**src/rtl/opb_swreg_bank_sequencer.sv**
```systemverilog
// OPB sequencer for a bank of software-register slaves sharing one address window:
// decodes the window to a one-hot select, forwards the selected response one cycle later
// and terminates hung accesses with a watchdog error acknowledge.
module opb_swreg_bank_sequencer #(
    parameter int          N_SLAVES       = 4,
    parameter logic [31:0] C_BASEADDR     = 32'h0100E000,
    parameter int          SPAN_LOG2      = 8,
    parameter int          TIMEOUT_CYCLES = 16
) (
    input  logic                    OPB_Clk,
    input  logic                    OPB_Rst,
    input  logic                    OPB_select,
    input  logic [0:31]             OPB_ABus,
    input  logic                    OPB_RNW,
    output logic [N_SLAVES-1:0]     Sl_sel,
    input  logic [32*N_SLAVES-1:0]  SlIn_DBus,
    input  logic [N_SLAVES-1:0]     SlIn_xferAck,
    input  logic [N_SLAVES-1:0]     SlIn_errAck,
    input  logic [N_SLAVES-1:0]     SlIn_retry,
    input  logic [N_SLAVES-1:0]     SlIn_toutSup,
    output logic [0:31]             Sl_DBus,
    output logic                    Sl_xferAck,
    output logic                    Sl_errAck,
    output logic                    Sl_retry,
    output logic                    Sl_toutSup,
    output logic                    busy,
    output logic [15:0]             tout_count
);

    localparam int              IDX_W   = (N_SLAVES > 1) ? $clog2(N_SLAVES) : 1;
    localparam int              WD_W    = $clog2(TIMEOUT_CYCLES + 1);
    localparam logic [31:0]     WINDOW  = 32'(N_SLAVES) << SPAN_LOG2;
    localparam logic [WD_W-1:0] WD_LAST = WD_W'(TIMEOUT_CYCLES - 1);

    typedef enum logic [1:0] {ST_IDLE, ST_WAIT, ST_RESP} state_t;

    state_t           state_q, state_d;
    logic [IDX_W-1:0] idx_q;
    logic             rnw_q;
    logic [WD_W-1:0]  wd_q;
    logic             xfer_q, err_q, retry_q, tsup_q;
    logic [31:0]      dbus_q;
    logic [15:0]      tout_q;

    logic [31:0] offset;
    logic        hit;
    logic        sel_err, sel_xfer, sel_retry, sel_tsup;
    logic [31:0] sel_data;
    logic        in_wait, wd_expire;
    logic        resp_err, resp_xfer, resp_retry, resp_tout;

    // Offset is only meaningful when the address is at or above the base.
    assign offset = OPB_ABus - C_BASEADDR;
    assign hit    = OPB_select && (OPB_ABus >= C_BASEADDR) && (offset < WINDOW);

    // Only the latched slave is observed; every other slave's lines are ignored.
    assign sel_err   = SlIn_errAck[idx_q];
    assign sel_xfer  = SlIn_xferAck[idx_q];
    assign sel_retry = SlIn_retry[idx_q];
    assign sel_tsup  = SlIn_toutSup[idx_q];
    assign sel_data  = SlIn_DBus[32*idx_q +: 32];

    assign in_wait   = (state_q == ST_WAIT) && OPB_select;
    assign wd_expire = !sel_tsup && (wd_q == WD_LAST);

    assign resp_err   = in_wait && sel_err;
    assign resp_xfer  = in_wait && !sel_err && sel_xfer;
    assign resp_retry = in_wait && !sel_err && !sel_xfer && sel_retry;
    assign resp_tout  = in_wait && !sel_err && !sel_xfer && !sel_retry && wd_expire;

    // NOTE: sequential state uses non-blocking assignments so every flop samples pre-edge values.
    always_ff @(posedge OPB_Clk or negedge OPB_Rst) begin
        if (!OPB_Rst) begin
            state_q <= ST_IDLE;
        end else begin
            state_q <= state_d;
        end
    end

    // NOTE: the default assignment up front keeps this block free of inferred latches.
    always_comb begin
        state_d = state_q;
        case (state_q)
            ST_IDLE: if (hit) state_d = ST_WAIT;
            ST_WAIT: begin
                if (!OPB_select) begin
                    state_d = ST_IDLE;
                end else if (sel_err || sel_xfer || sel_retry || wd_expire) begin
                    state_d = ST_RESP;
                end
            end
            ST_RESP: state_d = ST_IDLE;
            default: state_d = ST_IDLE;
        endcase
    end

    always_comb begin
        Sl_sel = '0;
        busy   = (state_q != ST_IDLE);
        if (state_q == ST_WAIT) begin
            Sl_sel[idx_q] = 1'b1;
        end
    end

    always_ff @(posedge OPB_Clk or negedge OPB_Rst) begin
        if (!OPB_Rst) begin
            idx_q   <= '0;
            rnw_q   <= 1'b0;
            wd_q    <= '0;
            xfer_q  <= 1'b0;
            err_q   <= 1'b0;
            retry_q <= 1'b0;
            tsup_q  <= 1'b0;
            dbus_q  <= '0;
            tout_q  <= '0;
        end else begin
            if (state_q == ST_IDLE && hit) begin
                idx_q <= offset[SPAN_LOG2 +: IDX_W];
                rnw_q <= OPB_RNW;
            end

            if (state_q != ST_WAIT) begin
                wd_q <= '0;
            end else if (!sel_tsup) begin
                wd_q <= wd_q + 1'b1;
            end

            // Response registers are loaded only on the WAIT->RESP edge, giving 1-cycle pulses.
            xfer_q  <= resp_xfer;
            err_q   <= resp_err || resp_tout;
            retry_q <= resp_retry;
            tsup_q  <= in_wait && sel_tsup;
            dbus_q  <= (resp_xfer && rnw_q) ? sel_data : 32'h0;

            if (resp_tout && tout_q != 16'hFFFF) begin
                tout_q <= tout_q + 16'd1;
            end
        end
    end

    assign Sl_DBus    = dbus_q;
    assign Sl_xferAck = xfer_q;
    assign Sl_errAck  = err_q;
    assign Sl_retry   = retry_q;
    assign Sl_toutSup = tsup_q;
    assign tout_count = tout_q;

endmodule

```
**config.mk**
```make
export PLATFORM = sky130hd
export DESIGN_NAME = opb_swreg_bank_sequencer
export DESIGN_NICKNAME = d
export VERILOG_FILES = /design/src/rtl/opb_swreg_bank_sequencer.sv
export SDC_FILE = /design/constraint.sdc
export NUM_CORES = 1
export LEC_CHECK = 0
export BUFFER_PORTS_ARGS = -buffer_cell sky130_fd_sc_hd__buf_2
export CORE_UTILIZATION = 46
export CTS_CLUSTER_DIAMETER = 200
export DETAILED_ROUTE_END_ITERATION = 10
export PLACE_DENSITY = 0.85
export SKIP_LAST_GASP = 1
export SYNTH_ARGS = -nofsm -noshare
export SYNTH_HDL_FRONTEND = slang
export SYNTH_SLANG_ARGS = --single-unit
```
**constraint.sdc**
```tcl
create_clock -name OPB_Clk -period 5.95 [get_ports OPB_Clk]
set_clock_uncertainty 0.15 [all_clocks]
set_input_delay 0.595 -clock OPB_Clk [delete_from_list [all_inputs] [get_ports OPB_Clk]]
set_output_delay 0.595 -clock OPB_Clk [all_outputs]
set_load 0.005 [all_outputs]
```
# ---- Word level (Yosys, flattened, before mapping)
# Cells that the tools add are included.
dict set report totals {
  in_bits 180
  output_inout_bits 57
  word_cells 70
  ff_bits 62
}
dict set report classes {
  muxes 18
  n_eq_ne 7
  magnitude_cmp 4
  n_reduce_logical 27
  addsub 3
  shift 1
}
# op count
set ops {}
lappend ops {{indexed part select 128 x 8 -> 32 bit} 1}
lappend ops {{>= comparator 32 x 25 -> 1 bit, second input constant} 1}
lappend ops {{less-than comparator 32 x 11 -> 1 bit, second input constant} 1}
lappend ops {{2-to-1 mux 32 bit} 1}
lappend ops {{subtractor 32 x 25 -> 32 bit, second input constant} 1}
lappend ops {{adder 16 x 1 -> 16 bit, second input constant} 1}
lappend ops {{logical AND 1 bit} 16}
lappend ops {{!= test 16 bit, second input constant} 1}
lappend ops {{2-to-1 mux 5 bit} 2}
lappend ops {{binary-select mux 1 bit (select 2 bit)} 4}
lappend ops {{2-to-1 mux 2 bit} 3}
lappend ops {{adder 5 x 1 -> 5 bit, second input constant} 1}
lappend ops {{equality test 5 x 4 -> 1 bit, second input constant} 1}
lappend ops {{2-to-1 mux 1 bit} 5}
lappend ops {{logical NOT 1 bit} 4}
lappend ops {{logical OR 1 bit} 4}
lappend ops {{2-to-1 mux 4 bit} 1}
lappend ops {{!= test 2 x 1 -> 1 bit, second input constant} 2}
lappend ops {{case mux 2 bit (2 select lines)} 1}
lappend ops {{less-than comparator 2 x 3 -> 1 bit, second input constant} 1}
lappend ops {{!= test 3 x 2 -> 1 bit, second input constant} 1}
lappend ops {{demux 1 bit (select 2 bit)} 1}
lappend ops {{equality test 2 x 1 -> 1 bit, second input constant} 1}
lappend ops {{>= comparator 2 x 1 -> 1 bit, second input constant} 1}
lappend ops {{other kinds (4)} 4}

# ---- Logic depth before layout (Yosys ltp)
dict set report logic_depth {
  depth_word 8
  ltp_mapped 9
  mapped_depth_nobuf 8
}

# ---- Least setup slack after synthesis
# No wires, ideal clock.
dict set report synth_path {
  path_type {input to register}
  start {input OPB_ABus[6] (netlist bit)}
  end {register idx_q[0]}
  stages 6
  slack_ps 3295
  path_buffers 0
  arrival_time_ps 2380
  t_required_ps 5675
  cell_sequence {or4_1 -> nor3_1 -> mux2i_1 -> nand4b_1 -> nor4_2 -> mux2_2}
}
dict set report synth_between {
  elab_chain_len 4
}
# item line_no
set synth_rtl {}
lappend synth_rtl {{from (decl)} 13} ;# input logic [0:31] OPB_ABus,
lappend synth_rtl {{subtractor 32 x 25 -> 32 bit or >= comparator 32 x 25 -> 1 bit (tied branches)} {53, 54}}
lappend synth_rtl {{less-than comparator 32 x 11 -> 1 bit or logical AND 1 bit (tied branches)} 54} ;# assign hit = OPB_select && (OPB_ABus >= C_BASEADDR) && (offset < WINDOW);
lappend synth_rtl {{logical AND 1 bit *} 54}
lappend synth_rtl {{logical AND 1 bit *} 117} ;# if (state_q == ST_IDLE && hit) begin
lappend synth_rtl {{to (signal assigned)} 118} ;# idx_q <= offset[SPAN_LOG2 +: IDX_W];
lappend synth_rtl {{to (decl)} 38} ;# logic [IDX_W-1:0] idx_q;
# Mark *: on every way between the ends. The rest lies on a longest branch, timed or not.
# A chain may end at the register's enable or synchronous reset.

# ---- Final worst setup path
dict set report layout_path {
  start {register idx_q[0]}
  end {register tout_q[5], in the netlist tout_count[5]}
}
dict set report layout_between {
  elab_chain_len 8
}
# item line_no
set layout_rtl {}
lappend layout_rtl {{binary-select mux 1 bit (select 2 bit)} 57} ;# assign sel_err = SlIn_errAck[idx_q];
lappend layout_rtl {{2-to-1 mux 1 bit (implied by the code)} 57}
lappend layout_rtl {{logical NOT 1 bit} 69} ;# assign resp_tout = in_wait && !sel_err && !sel_xfer && !sel_retry && wd_expire;
lappend layout_rtl {{logical AND 1 bit (3 in series)} 69}
lappend layout_rtl {{logical AND 1 bit *} 69}
lappend layout_rtl {{logical AND 1 bit *} 135} ;# if (resp_tout && tout_q != 16'hFFFF) begin
lappend layout_rtl {{to (signal assigned)} 136} ;# tout_q <= tout_q + 16'd1;
lappend layout_rtl {{to (decl)} 43} ;# logic [15:0] tout_q;
# Mark *: on every way between the ends. The rest lies on a longest branch, timed or not. The select of a mux whose other input is x is not followed.

==> results.toml <==
[status]
outcome = "completed"

[placement]
dp_hpwl_um = 8939
place_congestion = 0.9112
portBuffers = 228

[logic_synthesis]
synth_top_area_share_pct = 42.54
synth.largest_area_cell = "dfrtp_1"
avgSynthCellArea_um2 = 12.24
ys_seq_elements = 62
synth.cell_area_um2 = 3647
synth_ff_type = "dfrtp_1"
ys_types = 49
synth_seq_area_share_pct = 42.54
synth_cells = 298
synth-edff-count = 0
synth.area.top_cells = "dfrtp_1, mux4_2, and3_1"
syn_nets = 482
synth_warnings = 0
postSynth.asyncResetShare_pct = 100.0

[floorplan]
die_y_um = 91.05
rows = 32
die_w_um = 91.05
dieArea_um2 = 8289
io_pins = 237
initial_core_util_pct = 47.44
core_area_um2 = 7687

[global_route]
top_usage_layer = "met2"
grt_use_met1_pct = 31.48
grt_usage_pct = 27.56
first_global_vias = 3544
grt_overflow = 0
grt_first_pass_wirelength_um = 17120
grtUsageMet2_pct = 49.94
grt_max_degree = 63
antenna_found_initial = 0
use_met3_pct = 6.114

[setup_path]
start_kind = "flip-flop"
worstSetupEndpointType = "flip-flop"
arrival_ns = 3.16
crit_fanout = 41
worstPathRequired_ns = 6.02
worstSetupPathType = "flip-flop to flip-flop"

[cts]
cts_tree = "yes"
postCtsHoldBufs = 0
cts_resized = 0
clk_pin_slew_worst_paths_ns = 0.07
root_buffer = "clkbuf_8"
clock_latency_ns = 0.34
post_cts_buffers = 0
cts_buffers = 9
htree_levels = 3
cts_buffer_depth = 2
clkSinkCount = 62

[routing]
wire_per_inst_um = 17.58
drt-initial-drc-count = 202
vias = 3466
drt-pass1-iter-count = 4
drc = 0
viasPerCell = 5.493
drt-total-wl_um = 11090
ant_nets = 0

[layout]
area.growth.synth_to_final_pct = 39.42
fin_nets = 708
drive_above_1_share_pct = 56.33
diodes = 0
final_util_pct = 66.15
fillers = 637

[power]
vdd_drop_max_uv = 105.7
power.leakage_nw = 2.735
powerDensity_nw_per_um2 = 180.0

[sta]
slew_violations = 0
whs_ns = 0.2711
finalCriticalPeriod_ns = 3.099
max-slew-margin-rel_pct = 44.59
rsz0062_at_grt = "false"
worst_slew_pin_slew_ns = 0.8311
final.setup.tns_ns = 0
setup_viol = 0
max_freq_ghz = 0.3227
period_share_pct = 52.08
finalHoldViolations = 0

[min_path]
hold_path.class = "input pin to async pin"

[flow_run]
max_cap_viol_count = 0
metal layers:
layer	share of wire, %	routed length, um	vias up
met1	37	4050	1695
met5	0	0	-
met3	6.5	718	22
met2	55	6074	156
li1	-	-	1593
met4	2.2	247	0
power breakdown:
group / internal (mW) / leakage (nW) / total, mW / switching [mW]
Combinational: 0.0625 / 1.77 / 0.107 / 0.0441
Sequential: 0.421 / 0.865 / 0.421 / 0.000000402
Clock: 0.218 / 0.0992 / 0.388 / 0.170
Total: 0.702 / 2.73 / 0.915 / 0.214
layout make-up:
type                            count  area (um2)  share of cell area (%)
Sequential cell                    62        1553                   30.54
Clock buffer                       12       155.1                   3.051
Multi-Input combinational cell    212        1998                   39.30
Clock inverter                      4       53.80                   1.058
Tap cell                          102       127.6                   2.510
Timing Repair Buffer              232        1171                   23.03
Inverter                            7       26.28                  0.5167
worst paths after layout:
check | from | end | slack [ns] | cells past startpoint
worst max-delay path | idx_q[0]$_DFFE_PN0P_ | tout_count[5]$_DFFE_PN0P_ | 2.85 | 7
worst min-delay path | OPB_Rst | tout_count[15]$_DFFE_PN0P_ | 0.27 | 2
worst max register to register | idx_q[0]$_DFFE_PN0P_ | tout_count[5]$_DFFE_PN0P_ | 2.85 | 7
worst min register to register | tout_count[9]$_DFFE_PN0P_ | tout_count[9]$_DFFE_PN0P_ | 0.34 | 1
max in group asynchronous | OPB_Rst | idx_q[0]$_DFFE_PN0P_ | 4.83 | 2
min in group OPB_Clk | OPB_ABus[23] | idx_q[0]$_DFFE_PN0P_ | 0.33 | 2
through the flow:
stage / cells / area, um2 / total power, mW / setup WS (ns)
6_report: 631 / 5085 / 0.9153 / 2.852
5_1_grt: 631 / 5085 / 0.9522 / 2.649
4_1_cts: 631 / 5085 / 0.9221 / 2.790
3_5_place_dp: 615 / 4876 / 0.5355 / 2.821
3_3_place_gp: 615 / 4876 / 0.5311 / 2.888
2_1_floorplan: 298 / 3647 / 0.4617 / 3.295
synth_stat cells (5+ instances only):
master	number
clkbuf_1	11
xor2_1	8
and3_1	38
mux4_2	36
inv_1	7
nand2_1	12
o21ai_0	5
nor2_1	19
nand3_1	12
nor2b_1	5
xnor2_1	10
dfrtp_1	62
a21oi_1	8
registers in the layout (all words and copies together), names as in the netlist, 2 cells and up:
signal,flops
state_q,2
Sl_DBus,32
idx_q,2
wd_q,5
tout_count,16
layout by cell type (no fill, tap or decap), types with 2 or more instances in the layout:
master and instances:
nor2_1 19, clkbuf_8 11, and3_1 38, o21ai_0 5
buf_2 228, clkinvlp_4 2, nand3_1 12, mux2_2 4
dfrtp_1 61, nor4_2 3, a211oi_1 2, nand4b_1 2
nand4_1 3, xnor2_1 10, xor2_1 8, mux2i_1 3
a31oi_1 2, nor3b_1 3, o2111ai_1 2, inv_1 7
nor2b_1 5, mux4_2 36, nand2b_1 2, and2_1 2
nand2_1 12, a21oi_1 8, nor4b_1 2, ha_1 4
buf_4 4, nor3_1 4, nor4_1 2, and4_1 2
critical path: stages (launching register included):
cell     delay (ns)
dfrtp_2        0.34
buf_4          0.55
mux4_2         0.66
nor4_2         0.39
o211a_1        0.38
and4_4         0.29
nand3_2        0.08
xnor2_1        0.13
cells by family (layout without fill, tap and decap cells):
logic type,Yosys count,in the layout,share of synthesized area (%)
xor+xnor,18,18,4.322
mux,43,43,24.29
flops,62,62,42.54
simple gates,121,121,19.97
buf+inv,24,255,2.813
compound gates,26,26,4.700
fa+ha+maj,4,4,1.372
(Power assumes the default switching activity.)
